## config.mk

```make
export PLATFORM = sky130hd
export DESIGN_NAME = button_events_flat
export DESIGN_NICKNAME = d
export VERILOG_FILES = /design/src/rtl/button_events_if.sv /design/src/rtl/button_events.sv /design/src/flat_wrapper.sv
export SDC_FILE = /design/constraint.sdc
export NUM_CORES = 1
export LEC_CHECK = 0
export CAP_MARGIN = 40
export CORE_ASPECT_RATIO = 0.75
export CORE_MARGIN = 1.5
export CORE_UTILIZATION = 43
export CTS_CLUSTER_SIZE = 16
export DETAILED_ROUTE_END_ITERATION = 10
export GPL_TIMING_DRIVEN = 1
export PLACE_DENSITY = 0.62
export SLEW_MARGIN = 40
export SYNTH_ARGS = -nofsm -noshare
export SYNTH_HDL_FRONTEND = slang
export SYNTH_SLANG_ARGS = --single-unit
export TNS_END_PERCENT = 5
```

## constraint.sdc

```tcl
create_clock -name clock -period 3.06 [get_ports clock]
set_input_delay 0.612 -clock clock [delete_from_list [all_inputs] [get_ports clock]]
set_output_delay 0.612 -clock clock [all_outputs]
set_load 0.005 [all_outputs]
```

## src/rtl/button_events_if.sv

```systemverilog
// Event stream handshake between button_events and its consumer.
// master drives event_valid/event_data; slave drives event_ready.
interface button_events_if;
  logic       event_valid;
  logic [3:0] event_data;
  logic       event_ready;

  modport master (
    output event_valid,
    output event_data,
    input  event_ready
  );

  modport slave (
    input  event_valid,
    input  event_data,
    output event_ready
  );
endinterface

```

## src/rtl/button_events.sv

```systemverilog
// Debounces 8 raw buttons into state[] and queues press/release events.
// Ports: clock, reset_n, buttons_raw, state, ev (event stream), overflow(_clear).
module button_events #(
  parameter int TICK_CYCLES  = 5000,
  parameter int STABLE_TICKS = 10,
  parameter int ACTIVE_LOW   = 1,
  parameter int FIFO_DEPTH   = 4
) (
  input  logic               clock,
  input  logic               reset_n,
  input  logic [7:0]         buttons_raw,
  output logic [7:0]         state,
  button_events_if.master    ev,
  output logic               overflow,
  input  logic               overflow_clear
);

  localparam int PW = (TICK_CYCLES > 1) ? $clog2(TICK_CYCLES) : 1;
  localparam int AW = $clog2(FIFO_DEPTH);

  logic [PW-1:0] presc_q, presc_d;
  logic          tick;

  logic [7:0] sync1_q, sync2_q;
  logic [7:0] s;

  logic [3:0] cnt_q [8];
  logic [3:0] cnt_d [8];
  logic [7:0] state_q, state_d;
  logic [7:0] commit;

  logic [7:0] pend_q, pend_d;
  logic [7:0] pdir_q, pdir_d;
  logic       loss;

  logic [3:0] mem_q [FIFO_DEPTH];
  logic [3:0] mem_d [FIFO_DEPTH];
  logic [AW:0] wptr_q, wptr_d;
  logic [AW:0] rptr_q, rptr_d;
  logic [AW:0] count, avail;
  logic        full, pop, wr;
  logic [2:0]  sel;

  logic       valid_q, valid_d;
  logic [3:0] data_q, data_d;
  logic       ovf_q, ovf_d;

  assign s = (ACTIVE_LOW != 0) ? ~sync2_q : sync2_q;

  assign tick    = presc_q == PW'(TICK_CYCLES - 1);
  assign presc_d = tick ? '0 : presc_q + PW'(1);

  always_comb begin
    state_d = state_q;
    commit  = '0;
    for (int i = 0; i < 8; i++) begin
      cnt_d[i] = cnt_q[i];
      if (tick) begin
        if (s[i] == state_q[i]) begin
          cnt_d[i] = '0;
        end else if (cnt_q[i] + 4'd1 == 4'(STABLE_TICKS)) begin
          cnt_d[i]   = '0;
          state_d[i] = s[i];
          commit[i]  = 1'b1;
        end else begin
          cnt_d[i] = cnt_q[i] + 4'd1;
        end
      end
    end
  end

  // Lowest pending index wins: scan high to low, last hit sticks.
  always_comb begin
    sel = '0;
    for (int i = 7; i >= 0; i--) begin
      if (pend_q[i]) sel = 3'(i);
    end
  end

  assign count = wptr_q - rptr_q;
  assign full  = count == (AW+1)'(FIFO_DEPTH);
  assign pop   = valid_q & ev.event_ready;
  assign wr    = (|pend_q) & (~full | pop);
  assign avail = count - {{AW{1'b0}}, pop};

  always_comb begin
    pend_d = pend_q;
    pdir_d = pdir_q;
    loss   = 1'b0;
    if (wr) pend_d[sel] = 1'b0;
    // A commit only loses an event if the old one is still pending
    // after this cycle's arbiter write.
    for (int i = 0; i < 8; i++) begin
      if (commit[i]) begin
        if (pend_d[i]) loss = 1'b1;
        pend_d[i] = 1'b1;
        pdir_d[i] = state_d[i];
      end
    end
  end

  always_comb begin
    mem_d  = mem_q;
    wptr_d = wptr_q;
    if (wr) begin
      mem_d[wptr_q[AW-1:0]] = {pdir_q[sel], sel};
      wptr_d = wptr_q + (AW+1)'(1);
    end
    rptr_d = rptr_q + {{AW{1'b0}}, pop};
    // Head register only sees entries written before this edge,
    // giving one clock of first-word latency.
    valid_d = avail != '0;
    data_d  = valid_d ? mem_q[rptr_d[AW-1:0]] : data_q;
  end

  always_comb begin
    ovf_d = overflow_clear ? 1'b0 : ovf_q;
    if (loss) ovf_d = 1'b1;
  end

  always_ff @(posedge clock) begin
    if (!reset_n) begin
      presc_q <= '0;
      sync1_q <= '0;
      sync2_q <= '0;
      state_q <= '0;
      pend_q  <= '0;
      pdir_q  <= '0;
      wptr_q  <= '0;
      rptr_q  <= '0;
      valid_q <= 1'b0;
      data_q  <= '0;
      ovf_q   <= 1'b0;
      for (int i = 0; i < 8; i++) cnt_q[i] <= '0;
      for (int i = 0; i < FIFO_DEPTH; i++) mem_q[i] <= '0;
    end else begin
      presc_q <= presc_d;
      sync1_q <= buttons_raw;
      sync2_q <= sync1_q;
      state_q <= state_d;
      pend_q  <= pend_d;
      pdir_q  <= pdir_d;
      wptr_q  <= wptr_d;
      rptr_q  <= rptr_d;
      valid_q <= valid_d;
      data_q  <= data_d;
      ovf_q   <= ovf_d;
      for (int i = 0; i < 8; i++) cnt_q[i] <= cnt_d[i];
      for (int i = 0; i < FIFO_DEPTH; i++) mem_q[i] <= mem_d[i];
    end
  end

  assign state          = state_q;
  assign ev.event_valid = valid_q;
  assign ev.event_data  = data_q;
  assign overflow       = ovf_q;

endmodule

```

## src/flat_wrapper.sv

```systemverilog
// flat-port wrapper written by rule: the top's interface ports become plain ports
module button_events_flat 
#(
  parameter int TICK_CYCLES  = 5000,
  parameter int STABLE_TICKS = 10,
  parameter int ACTIVE_LOW   = 1,
  parameter int FIFO_DEPTH   = 4
)
  (clock, reset_n, buttons_raw, state, overflow, overflow_clear, ev_event_valid, ev_event_data, ev_event_ready);
  button_events_if ev_i ();
  input  logic clock;
  input  logic reset_n;
  input  logic [7:0] buttons_raw;
  output logic [7:0] state;
  output logic overflow;
  input  logic overflow_clear;
  output wire logic [$bits(ev_i.event_valid)-1:0] ev_event_valid;
  output wire logic [$bits(ev_i.event_data)-1:0] ev_event_data;
  input wire logic [$bits(ev_i.event_ready)-1:0] ev_event_ready;
  assign ev_event_valid = ev_i.event_valid;
  assign ev_event_data = ev_i.event_data;
  assign ev_i.event_ready = ev_event_ready;
  button_events #(.TICK_CYCLES(TICK_CYCLES), .STABLE_TICKS(STABLE_TICKS), .ACTIVE_LOW(ACTIVE_LOW), .FIFO_DEPTH(FIFO_DEPTH)) u_core (.clock(clock), .reset_n(reset_n), .buttons_raw(buttons_raw), .state(state), .ev(ev_i), .overflow(overflow), .overflow_clear(overflow_clear));
endmodule
```

-- Yosys cells after proc, flatten, opt, wreduce, memory -nomap -nowiden
Memory sizes are Yosys's and may differ from the RTL's.
Cells that the tools add are included.
- flip-flop bits (word level): 81
- memories: 1
- word-level logic and storage cells: 210
- bits in writable memories: 32
- bits of input ports: 12
- output and inout bits: 14
- muxes and demuxes: 127
- add/subtract/negate cells: 13
- bitwise logic cells: 18
- eq/ne operators: 18
- reduce and logical (&&, ||, !) cells: 6
- $lt $le $gt $ge: 5
- memories (name ; words ; width ; rd ports ; clocked after Yosys merged registers in ; write ports ; line ; RTL):
    u_core.cnt_q ; 8 ; 4 ; 8 ; 0 ; 8 ; button_events.sv:27 ; logic [3:0] cnt_q [8];
- operator list (operator ; count):
    $mux 4 ; 35
    $mux 1 ; 78
    $add 4x1->4 const B ; 8
    $eq 4x4->1 const B ; 8
    $mux 3 ; 8
    $bwmux 16 ; 1
    $not 8->8 ; 2
    $add 13x1->13 const B ; 1
    $eq 13x13->1 const B ; 1
    $or 1x1->1 ; 9
    $and 8x8->8 ; 1
    $bmux 4 s2 ; 1
    $demux 4 s2 ; 1
    $eq 1x1->1 ; 8
    $mux 8 ; 1
    $reduce_or 8->1 ; 1
    $ge 3x3->1 const B ; 2
    $not 2->3 ; 2
    $lt 3x4->1 const B ; 1
    $add 3x1->3 ; 1
    $add 3x1->3 const B ; 1
    $bmux 1 s3 ; 1
    $demux 1 s3 ; 1
    $eq 3x3->1 const B ; 1
    10 further kinds ; 13

-- Depth between registers and ports, before layout
Gate-level depths: netlist of run 1.
- word-level depth: 32
- mapped depth: 11

-- Worst setup path after synthesis of run 1
Ideal clock, no wire load.
- kind: reg2reg
- start point: register u_core.wptr_q[0]
- end point: register u_core.ovf_q, in the netlist u_core.overflow
- arrival: 2372 ps
- path buffers: 1
- cell stages (with the launch flop): 10
- setup slack: 563 ps
- clock period less this slack: 2497 ps
- library setup time: 125 ps
- cell sequence: dfxtp_1 > inv_1 > ha_1 > fa_1 > xor3_1 > and4b_1 > buf_6 > o41ai_1 > o22ai_1 > o41a_1
- cells in the longest elaborated chain, start to end: 23
- elaborated cells on any way between the ends: 24
- RTL lines (item ; line ; RTL):
    from (decl) ; button_events.sv:38 ; logic [AW:0] wptr_q, wptr_d;
    from (signal assigned) ; button_events.sv:143 ; wptr_q <= wptr_d;
    $sub 3x3->3 * ; button_events.sv:80 ; assign count = wptr_q - rptr_q;
    $eq 3x3->1 * ; button_events.sv:81 ; assign full = count == (AW+1)'(FIFO_DEPTH);
    $not 1->1 * ; button_events.sv:83 ; assign wr = (|pend_q) & (~full | pop);
    $or 1x1->1 * ; button_events.sv:83 ;
    $and 1x1->1 * ; button_events.sv:83 ;
    $mux 8 * ; button_events.sv:90 ; if (wr) pend_d[sel] = 1'b0;
    $mux 1 ; button_events.sv:95 ; if (pend_d[i]) loss = 1'b1;
    $mux 1 ; button_events.sv:94 ; if (commit[i]) begin
    [7 not listed] ; - ;
    $mux 1 ; button_events.sv:94 ;
    $mux 1 ; button_events.sv:95 ;
    $mux 1 ; button_events.sv:94 ;
    $mux 1 ; button_events.sv:95 ;
    $mux 1 ; button_events.sv:94 ;
    $mux 1 ; button_events.sv:95 ;
    $mux 1 * ; button_events.sv:94 ;
    $mux 1 / $reduce_bool 2->1 (equally long branches) ; - ;
    to (signal assigned) ; button_events.sv:147 ; ovf_q <= ovf_d;
    to (decl) ; button_events.sv:46 ; logic ovf_q, ovf_d;
Mark *: on every way between the ends. The rest lies on a longest branch, timed or not.
A chain may end at the register's enable or synchronous reset.

-- Final worst setup path of run 1
- start point: register u_core.wptr_q[0]
- end point: register u_core.mem_q[13] (netlist name)
- cells in the longest elaborated chain, start to end: 6
- elaborated cells on any way between the ends: 12
- RTL lines (item ; line ; RTL):
    $not 2->3 (not written as such) ; button_events.sv:106 ; mem_d[wptr_q[AW-1:0]] = {pdir_q[sel], sel};
    $ge 3x3->1 (not written as such) / $lt 3x1->1 (equally long branches) ; button_events.sv:106 ;
    $logic_and 1x1->1 (not written as such) ; button_events.sv:106 ;
    $mux 4 (not written as such) ; button_events.sv:106 ;
    $demux 4 s2 ; button_events.sv:106 ;
    $bwmux 16 ; button_events.sv:106 ;
    to (decl) ; button_events.sv:36 ; logic [3:0] mem_q [FIFO_DEPTH];
Several ways; a longest one is shown, not always the timed one.

==> impl_metrics.py, run 1 <==
metrics = {
    "critical_path": {
        "cp_data_arrival_time_ns": 3.12,
        "worst_path_required_time_ns": 3.35,
        "cpMaxStageDelayCell": "fa_1",
        "path_buf_inv": 1,
        "crit_fanout": 9,
        "critical_path.cell_chain": "inv_1 > ha_1 > fa_1 > xor3_1 > and4b_1 > a31oi_4 > and2_1 > mux2i_1 > nor2b_1",
        "timing.critical_path.max_delay_family": "simple AND/OR/NAND/NOR gates",
        "critical-path-max-stage-delay_ns": 0.43,
        "worst-setup-path-type": "flop to flop",
        "cp-start-kind": "flop",
        "end_kind": "flop",
    },
    "hold_path": {
        "holdCritPathClass": "flop to flop",
    },
    "power_and_ir_drop": {
        "p_comb_frac": 0.061,
        "clockPowerShare": 0.544,
        "p_leak_uw": 0.00252,
        "cellInternalPower_uw": 3030,
        "p_switching_uw": 801,
        "powerDensity_mw_per_mm2": 571,
        "finalPower_uw": 3830,
        "power.share.sequential": 0.395,
        "ir_worst_vdd_v": 0.000475,
        "switching_fraction_of_total_power": 0.209,
    },
    "synth": {
        "ys_warn_count": 0,
        "synth_sequential_area_ratio": 0.397,
        "share_of_flip_flops_with_an_asynchronous_set_or_reset_after_synthesis": 0,
        "top_flip_flop_cell_by_instance_count_after_synthesis": "dfxtp_1",
        "netlist_instances": 627,
        "yosys-top-cells-area": "dfxtp_1, and2_1, ha_1",
        "yosys.cell_count.top_type": "dfxtp_1",
        "synthesis.area_mm2": 0.00570,
        "synth_enable_flop_cells": 0,
        "syn-mean-instance-area_um2": 9.09,
        "netlist.top_cell.by_area": "dfxtp_1",
        "synth_top_area_frac": 0.397,
        "mappedNetlistNets": 665,
        "commonest_cells_in_the_netlist": "dfxtp_1, nand2_1, and2_1",
        "post_synth_num_cell_types": 68,
        "synth_seq_cells": 113,
    },
    "sta": {
        "maxSlewViolCount": 0,
        "max_slew.worst_pin.slew_ns": 0.615,
        "rsz0062_at_grt": "no",
        "fin_crit_ns": 2.84,
        "timing.setup.tns_ns": 0,
        "setup_viol_count_final": 0,
        "post-route-period-util": 0.927,
        "fin_skew_ns": 0.00596,
        "fmax_mhz": 352,
        "hold_viol_final": 0,
        "slew_headroom": 0.587,
    },
    "global_routing": {
        "globalRouteOverflowTotal": 0,
        "grt_first_pass_wirelength_um": 20900,
        "number_of_antenna_violations_at_the_first_check_in_global_routing": 0,
        "via_count_of_the_first_global_routing_pass": 4387,
        "grt_start_max_net_pins": 68,
        "grt_use_total": 0.191,
    },
    "finish": {
        "fin_nets": 686,
        "insertedDiodeCount": 0,
        "layout-drive-gt1-share": 0.0894,
        "multiInputGateArea_mm2": 0.00322,
        "stdcell_area_mm2": 0.00670,
        "ff_latch_area_mm2": 0.00226,
        "fillerInstances": 1163,
        "areaGrowthSynthToFinish_pct": 17.5,
    },
    "drt": {
        "routed_via_density": 5.39,
        "route.detailed.drc": 0,
        "drt_iter0_markers": 257,
        "routed_wl_um": 12300,
        "num_vias": 4482,
        "antenna_left": 0,
        "drt_pass1_iterations": 5,
        "post_drt_wl_per_cell_um": 14.8,
    },
    "cts": {
        "post-cts-setup-buffers": 0,
        "cts-root-buf": "clkbuf_16",
        "cts-buffers-inserted": 17,
        "numClockSinks": 113,
        "cts_tree": "done",
        "clkSlewWorstSetupHoldPaths_ns": 0.05,
        "h_tree_levels": 4,
        "ctsLongestPathBuffers": 2,
        "ctsHoldBuffers": 0,
        "post_cts_sizing": 0,
        "clk-insertion-delay-late_ns": 0.40,
    },
    "status": {
        "outcome": "finished, final reports clean",
    },
    "placement": {
        "post_dp_cell_area_mm2": 0.00607,
        "io_buffer_count": 25,
        "globalplace.congestion": 0.802,
        "dpl.hpwl_um": 8480,
    },
    "die": {
        "ioPinCount": 26,
        "initial_cell_density_of_the_core": 0.440,
        "floorplan.die_area_mm2": 0.0140,
        "dieWidth_um": 136,
        "fp-row-count": 36,
        "die_ht_um": 103,
        "floorplan.core_area_mm2": 0.0130,
    },
    "job": {
        "max_cap_violations": 0,
    },
}
==> power by group through the flow <==
stage	registers, uW	clock network (uW)	logic (uW)
final	1510	2080	233
after global routing	1510	2200	262
after CTS	1510	2120	238
after detailed placement	1540	0	238
after global placement	1540	0	229
after floorplan	1540	0	177
==> stage by stage <==
stage                util  cells  worst slack [ns]  hold WS, ns
floorplan               -    627             0.563        0.412
global placement    0.468    800             0.444        0.415
detailed placement  0.468    800             0.301        0.419
CTS                 0.517    831             0.233        0.429
global route        0.517    831             0.114        0.446
finish              0.517    831             0.223        0.427
==> area by class of cell <==
cell class              count  area share
multi-input cells         463       0.480
flip-flops and latches    113       0.338
clock buffers              20      0.0696
repair buffers             30      0.0441
well taps                 171      0.0319
clock inverters            11      0.0239
inverters                  23      0.0129
==> sequential cells by signal (all words and copies together), names as in the netlist <==
register,flops
u_core.cnt_q,32
u_core.ev.event_data,4
u_core.ev.event_valid,1
u_core.mem_q,16
u_core.overflow,1
u_core.pdir_q,8
u_core.pend_q,8
u_core.presc_q,13
u_core.rptr_q,3
u_core.state,8
u_core.sync1_q,8
u_core.sync2_q,8
u_core.wptr_q,3
==> placed cells by master (no fill, tap or decap), types with 7 or more instances in the layout <==
cell type,netlist,layout
a21boi_0,24,24
a21oi_1,15,15
and2_1,50,50
and3_1,12,12
clkbuf_16,0,17
clkdlybuf4s50_1,0,24
dfxtp_1,113,113
ha_1,25,25
inv_1,22,22
mux2i_1,16,16
nand2_1,51,51
nand3_1,30,30
nor2_1,27,27
nor2b_1,25,25
nor3_1,10,10
o21ai_0,38,38
o21ai_1,7,7
o31ai_1,7,7
xnor2_1,15,15
xor2_1,13,13
==> worst paths after layout <==
kind                                     endpoint  depth (start not counted)               from  slack, ns
worst max-delay path             u_core.mem_q[13]                          9   u_core.wptr_q[0]       0.22
worst min-delay path            u_core.sync2_q[2]                          1  u_core.sync1_q[2]       0.43
worst max register to register   u_core.mem_q[13]                          9   u_core.wptr_q[0]       0.22
worst min register to register  u_core.sync2_q[2]                          1  u_core.sync1_q[2]       0.43
==> per-layer routing <==
metal,GRT usage,part of all wire,vias to the layer above
li1,-,-,2253
met1,0.248,0.50,2145
met2,0.316,0.45,67
met3,0.0492,0.032,17
met4,0.0614,0.011,0
met5,0,0,-
==> kinds of logic after synthesis <==
kind of cell | Yosys count | share of synthesized area
compound gates | 141 | 0.169
xor+xnor | 29 | 0.0472
fa+ha+maj | 26 | 0.0584
buf+inv | 51 | 0.0391
flops | 113 | 0.397
mux | 23 | 0.0518
simple gates | 244 | 0.238
(Power assumes the default switching activity.)
==> run 2: changes to the inputs <==
--- a/config.mk
+++ b/config.mk
@@ -6,13 +6,14 @@
 export NUM_CORES = 1
 export LEC_CHECK = 0
 export CAP_MARGIN = 40
-export CORE_ASPECT_RATIO = 0.75
+export CORE_ASPECT_RATIO = 0.5
 export CORE_MARGIN = 1.5
-export CORE_UTILIZATION = 43
+export CORE_UTILIZATION = 51
 export CTS_CLUSTER_SIZE = 16
 export DETAILED_ROUTE_END_ITERATION = 10
 export GPL_TIMING_DRIVEN = 1
-export PLACE_DENSITY = 0.62
+export PLACE_DENSITY = 0.71
+export REMOVE_ABC_BUFFERS = 1
 export SLEW_MARGIN = 40
 export SYNTH_ARGS = -nofsm -noshare
 export SYNTH_HDL_FRONTEND = slang
==> run 2 against run 1 <==
Net effect:
- cell area fell by 0.32%
- register-to-register slack improved by 0.09 ns
- total power rose by 1.5%
- core utilization rose by 9.4 points
- critical endpoint is now u_core.mem_q[10]
- flip-flop and latch count did not move
- largest cell class unchanged
- critical path type unchanged
- die area fell by 15%
==> impl_metrics.py, run 2 (synthesized netlist as in run 1, its figures left out) <==
metrics = {
    "cts": {
        "ctsHoldBuffers": 0,
        "post-cts-setup-buffers": 0,
        "post_cts_sizing": 0,
        "cts_tree": "done",
        "clk-insertion-delay-late_ns": 0.41,
        "h_tree_levels": 4,
        "numClockSinks": 113,
        "ctsLongestPathBuffers": 2,
        "clkSlewWorstSetupHoldPaths_ns": 0.05,
        "cts-buffers-inserted": 17,
        "cts-root-buf": "clkbuf_16",
    },
    "power_and_ir_drop": {
        "p_switching_uw": 834,
        "p_comb_frac": 0.057,
        "ir_worst_vdd_v": 0.000369,
        "p_leak_uw": 0.00252,
        "finalPower_uw": 3890,
        "clockPowerShare": 0.554,
        "power.share.sequential": 0.389,
        "powerDensity_mw_per_mm2": 582,
        "switching_fraction_of_total_power": 0.215,
        "cellInternalPower_uw": 3050,
    },
    "drt": {
        "antenna_left": 0,
        "routed_via_density": 5.46,
        "route.detailed.drc": 0,
        "num_vias": 4408,
        "post_drt_wl_per_cell_um": 14.1,
        "drt_pass1_iterations": 4,
        "drt_iter0_markers": 233,
        "routed_wl_um": 11400,
    },
    "global_routing": {
        "grt_first_pass_wirelength_um": 19400,
        "grt_use_total": 0.205,
        "grt_start_max_net_pins": 39,
        "via_count_of_the_first_global_routing_pass": 4117,
        "globalRouteOverflowTotal": 0,
        "number_of_antenna_violations_at_the_first_check_in_global_routing": 0,
    },
    "critical_path": {
        "crit_fanout": 9,
        "cp_data_arrival_time_ns": 3.04,
        "worst_path_required_time_ns": 3.36,
        "timing.reg2reg.worst_path_depth": 9,
        "cp-start-kind": "flop",
        "worst-setup-path-type": "flop to flop",
        "end_kind": "flop",
        "rrSetupSlack_ns": 0.31,
        "crit-reg2reg-capture": "u_core.mem_q[10]",
        "timing.rr.start": "u_core.wptr_q[0]",
    },
    "die": {
        "fp-row-count": 27,
        "floorplan.die_area_mm2": 0.0119,
        "initial_cell_density_of_the_core": 0.521,
        "die_ht_um": 77.8,
        "ioPinCount": 26,
        "dieWidth_um": 153,
        "floorplan.core_area_mm2": 0.0109,
    },
    "placement": {
        "dpl.hpwl_um": 7800,
        "placement.setup.worst_slack_ns": 0.339,
        "globalplace.congestion": 0.837,
        "io_buffer_count": 25,
    },
    "finish": {
        "layout.cells.most_common_list": "dfxtp_1, nand2_1, and2_1",
        "top_register": "u_core.cnt_q",
        "areaGrowthSynthToFinish_pct": 17.2,
        "largest_register_ff_count": 32,
        "layout_commonest_cell": "dfxtp_1",
        "layout-drive-gt1-share": 0.0906,
        "fillerInstances": 934,
        "largestRegisters": "u_core.cnt_q (32), u_core.mem_q (16), u_core.presc_q (13)",
        "fin_nets": 687,
        "insertedDiodeCount": 0,
    },
    "sta": {
        "post-route-period-util": 0.898,
        "hold_viol_final": 0,
        "rsz0062_at_grt": "no",
        "setup_viol_count_final": 0,
        "maxSlewViolCount": 0,
        "slew_headroom": 0.556,
        "fin_crit_ns": 2.75,
        "fin_skew_ns": 0.00764,
        "timing.setup.tns_ns": 0,
        "max_slew.worst_pin.slew_ns": 0.667,
        "setup_ws_final_ns": 0.312,
        "fmax_mhz": 364,
    },
    "status": {
        "outcome": "finished, final reports clean",
    },
    "job": {
        "max_cap_violations": 0,
    },
    "hold_path": {
        "hold-path-cell-count": 1,
        "min_from": "u_core.sync1_q[5]",
        "holdCritPathClass": "flop to flop",
        "whs_endpoint": "u_core.sync2_q[5]",
    },
}
-- run 2: power groups by stage --
stage               logic (uW)  registers, uW  clock network (uW)
detailed placement         223           1540                   0
floorplan                  151           1540                   0
global route               244           1510                2250
finish                     221           1510                2150
global placement           219           1540                   0
CTS                        225           1510                2190
-- run 2: cell type report --
class / instances / area, um2 / share of cell area
Clock buffer: 18 / 429 / 0.0642
Timing Repair Buffer: 31 / 290 / 0.0435
Clock inverter: 14 / 214 / 0.0320
Sequential cell: 113 / 2260 / 0.339
Inverter: 23 / 86.3 / 0.0129
Tap cell: 145 / 181 / 0.0272
Multi-Input combinational cell: 463 / 3220 / 0.482
-- run 2: how the worst max path moves through the flow --
stage | from | end | slack, ns | cells past startpoint
floorplan | u_core.presc_q[0] | u_core.cnt_q[0][15] | 0.54 | 7
global placement | u_core.wptr_q[0] | u_core.overflow | 0.45 | 9
detailed placement | u_core.wptr_q[0] | u_core.overflow | 0.34 | 9
global route | u_core.wptr_q[0] | u_core.mem_q[13] | 0.14 | 9
CTS | u_core.wptr_q[0] | u_core.mem_q[10] | 0.31 | 9
finish | u_core.wptr_q[0] | u_core.mem_q[10] | 0.31 | 9
-- run 2: per-layer routing --
metal  wire length [um]  global-route usage  up-vias
met2               5160               0.324       56
met4                 93              0.0798        0
met1               5750               0.271     2084
li1                   -                   -     2261
met5                  0                   0        -
met3                369              0.0503        7
-- run 2: worst max-delay path, stage by stage, from the launching register on --
cell and delay (ns):
dfxtp_1 0.36, inv_1 0.11, ha_1 0.22, fa_1 0.43, xor3_1 0.23, and4b_1 0.33
a31oi_4 0.34, and2_1 0.33, mux2i_1 0.21, nor2b_1 0.07
-- run 2: per-stage QoR --
stage	hold WS [ns]	util	instance area (um2)	cells
finish	0.430	0.610	6680	807
global route	0.443	0.610	6680	807
CTS	0.432	0.610	6680	807
detailed placement	0.419	0.552	6040	775
global placement	0.414	0.552	6040	775
floorplan	0.412	-	5570	599
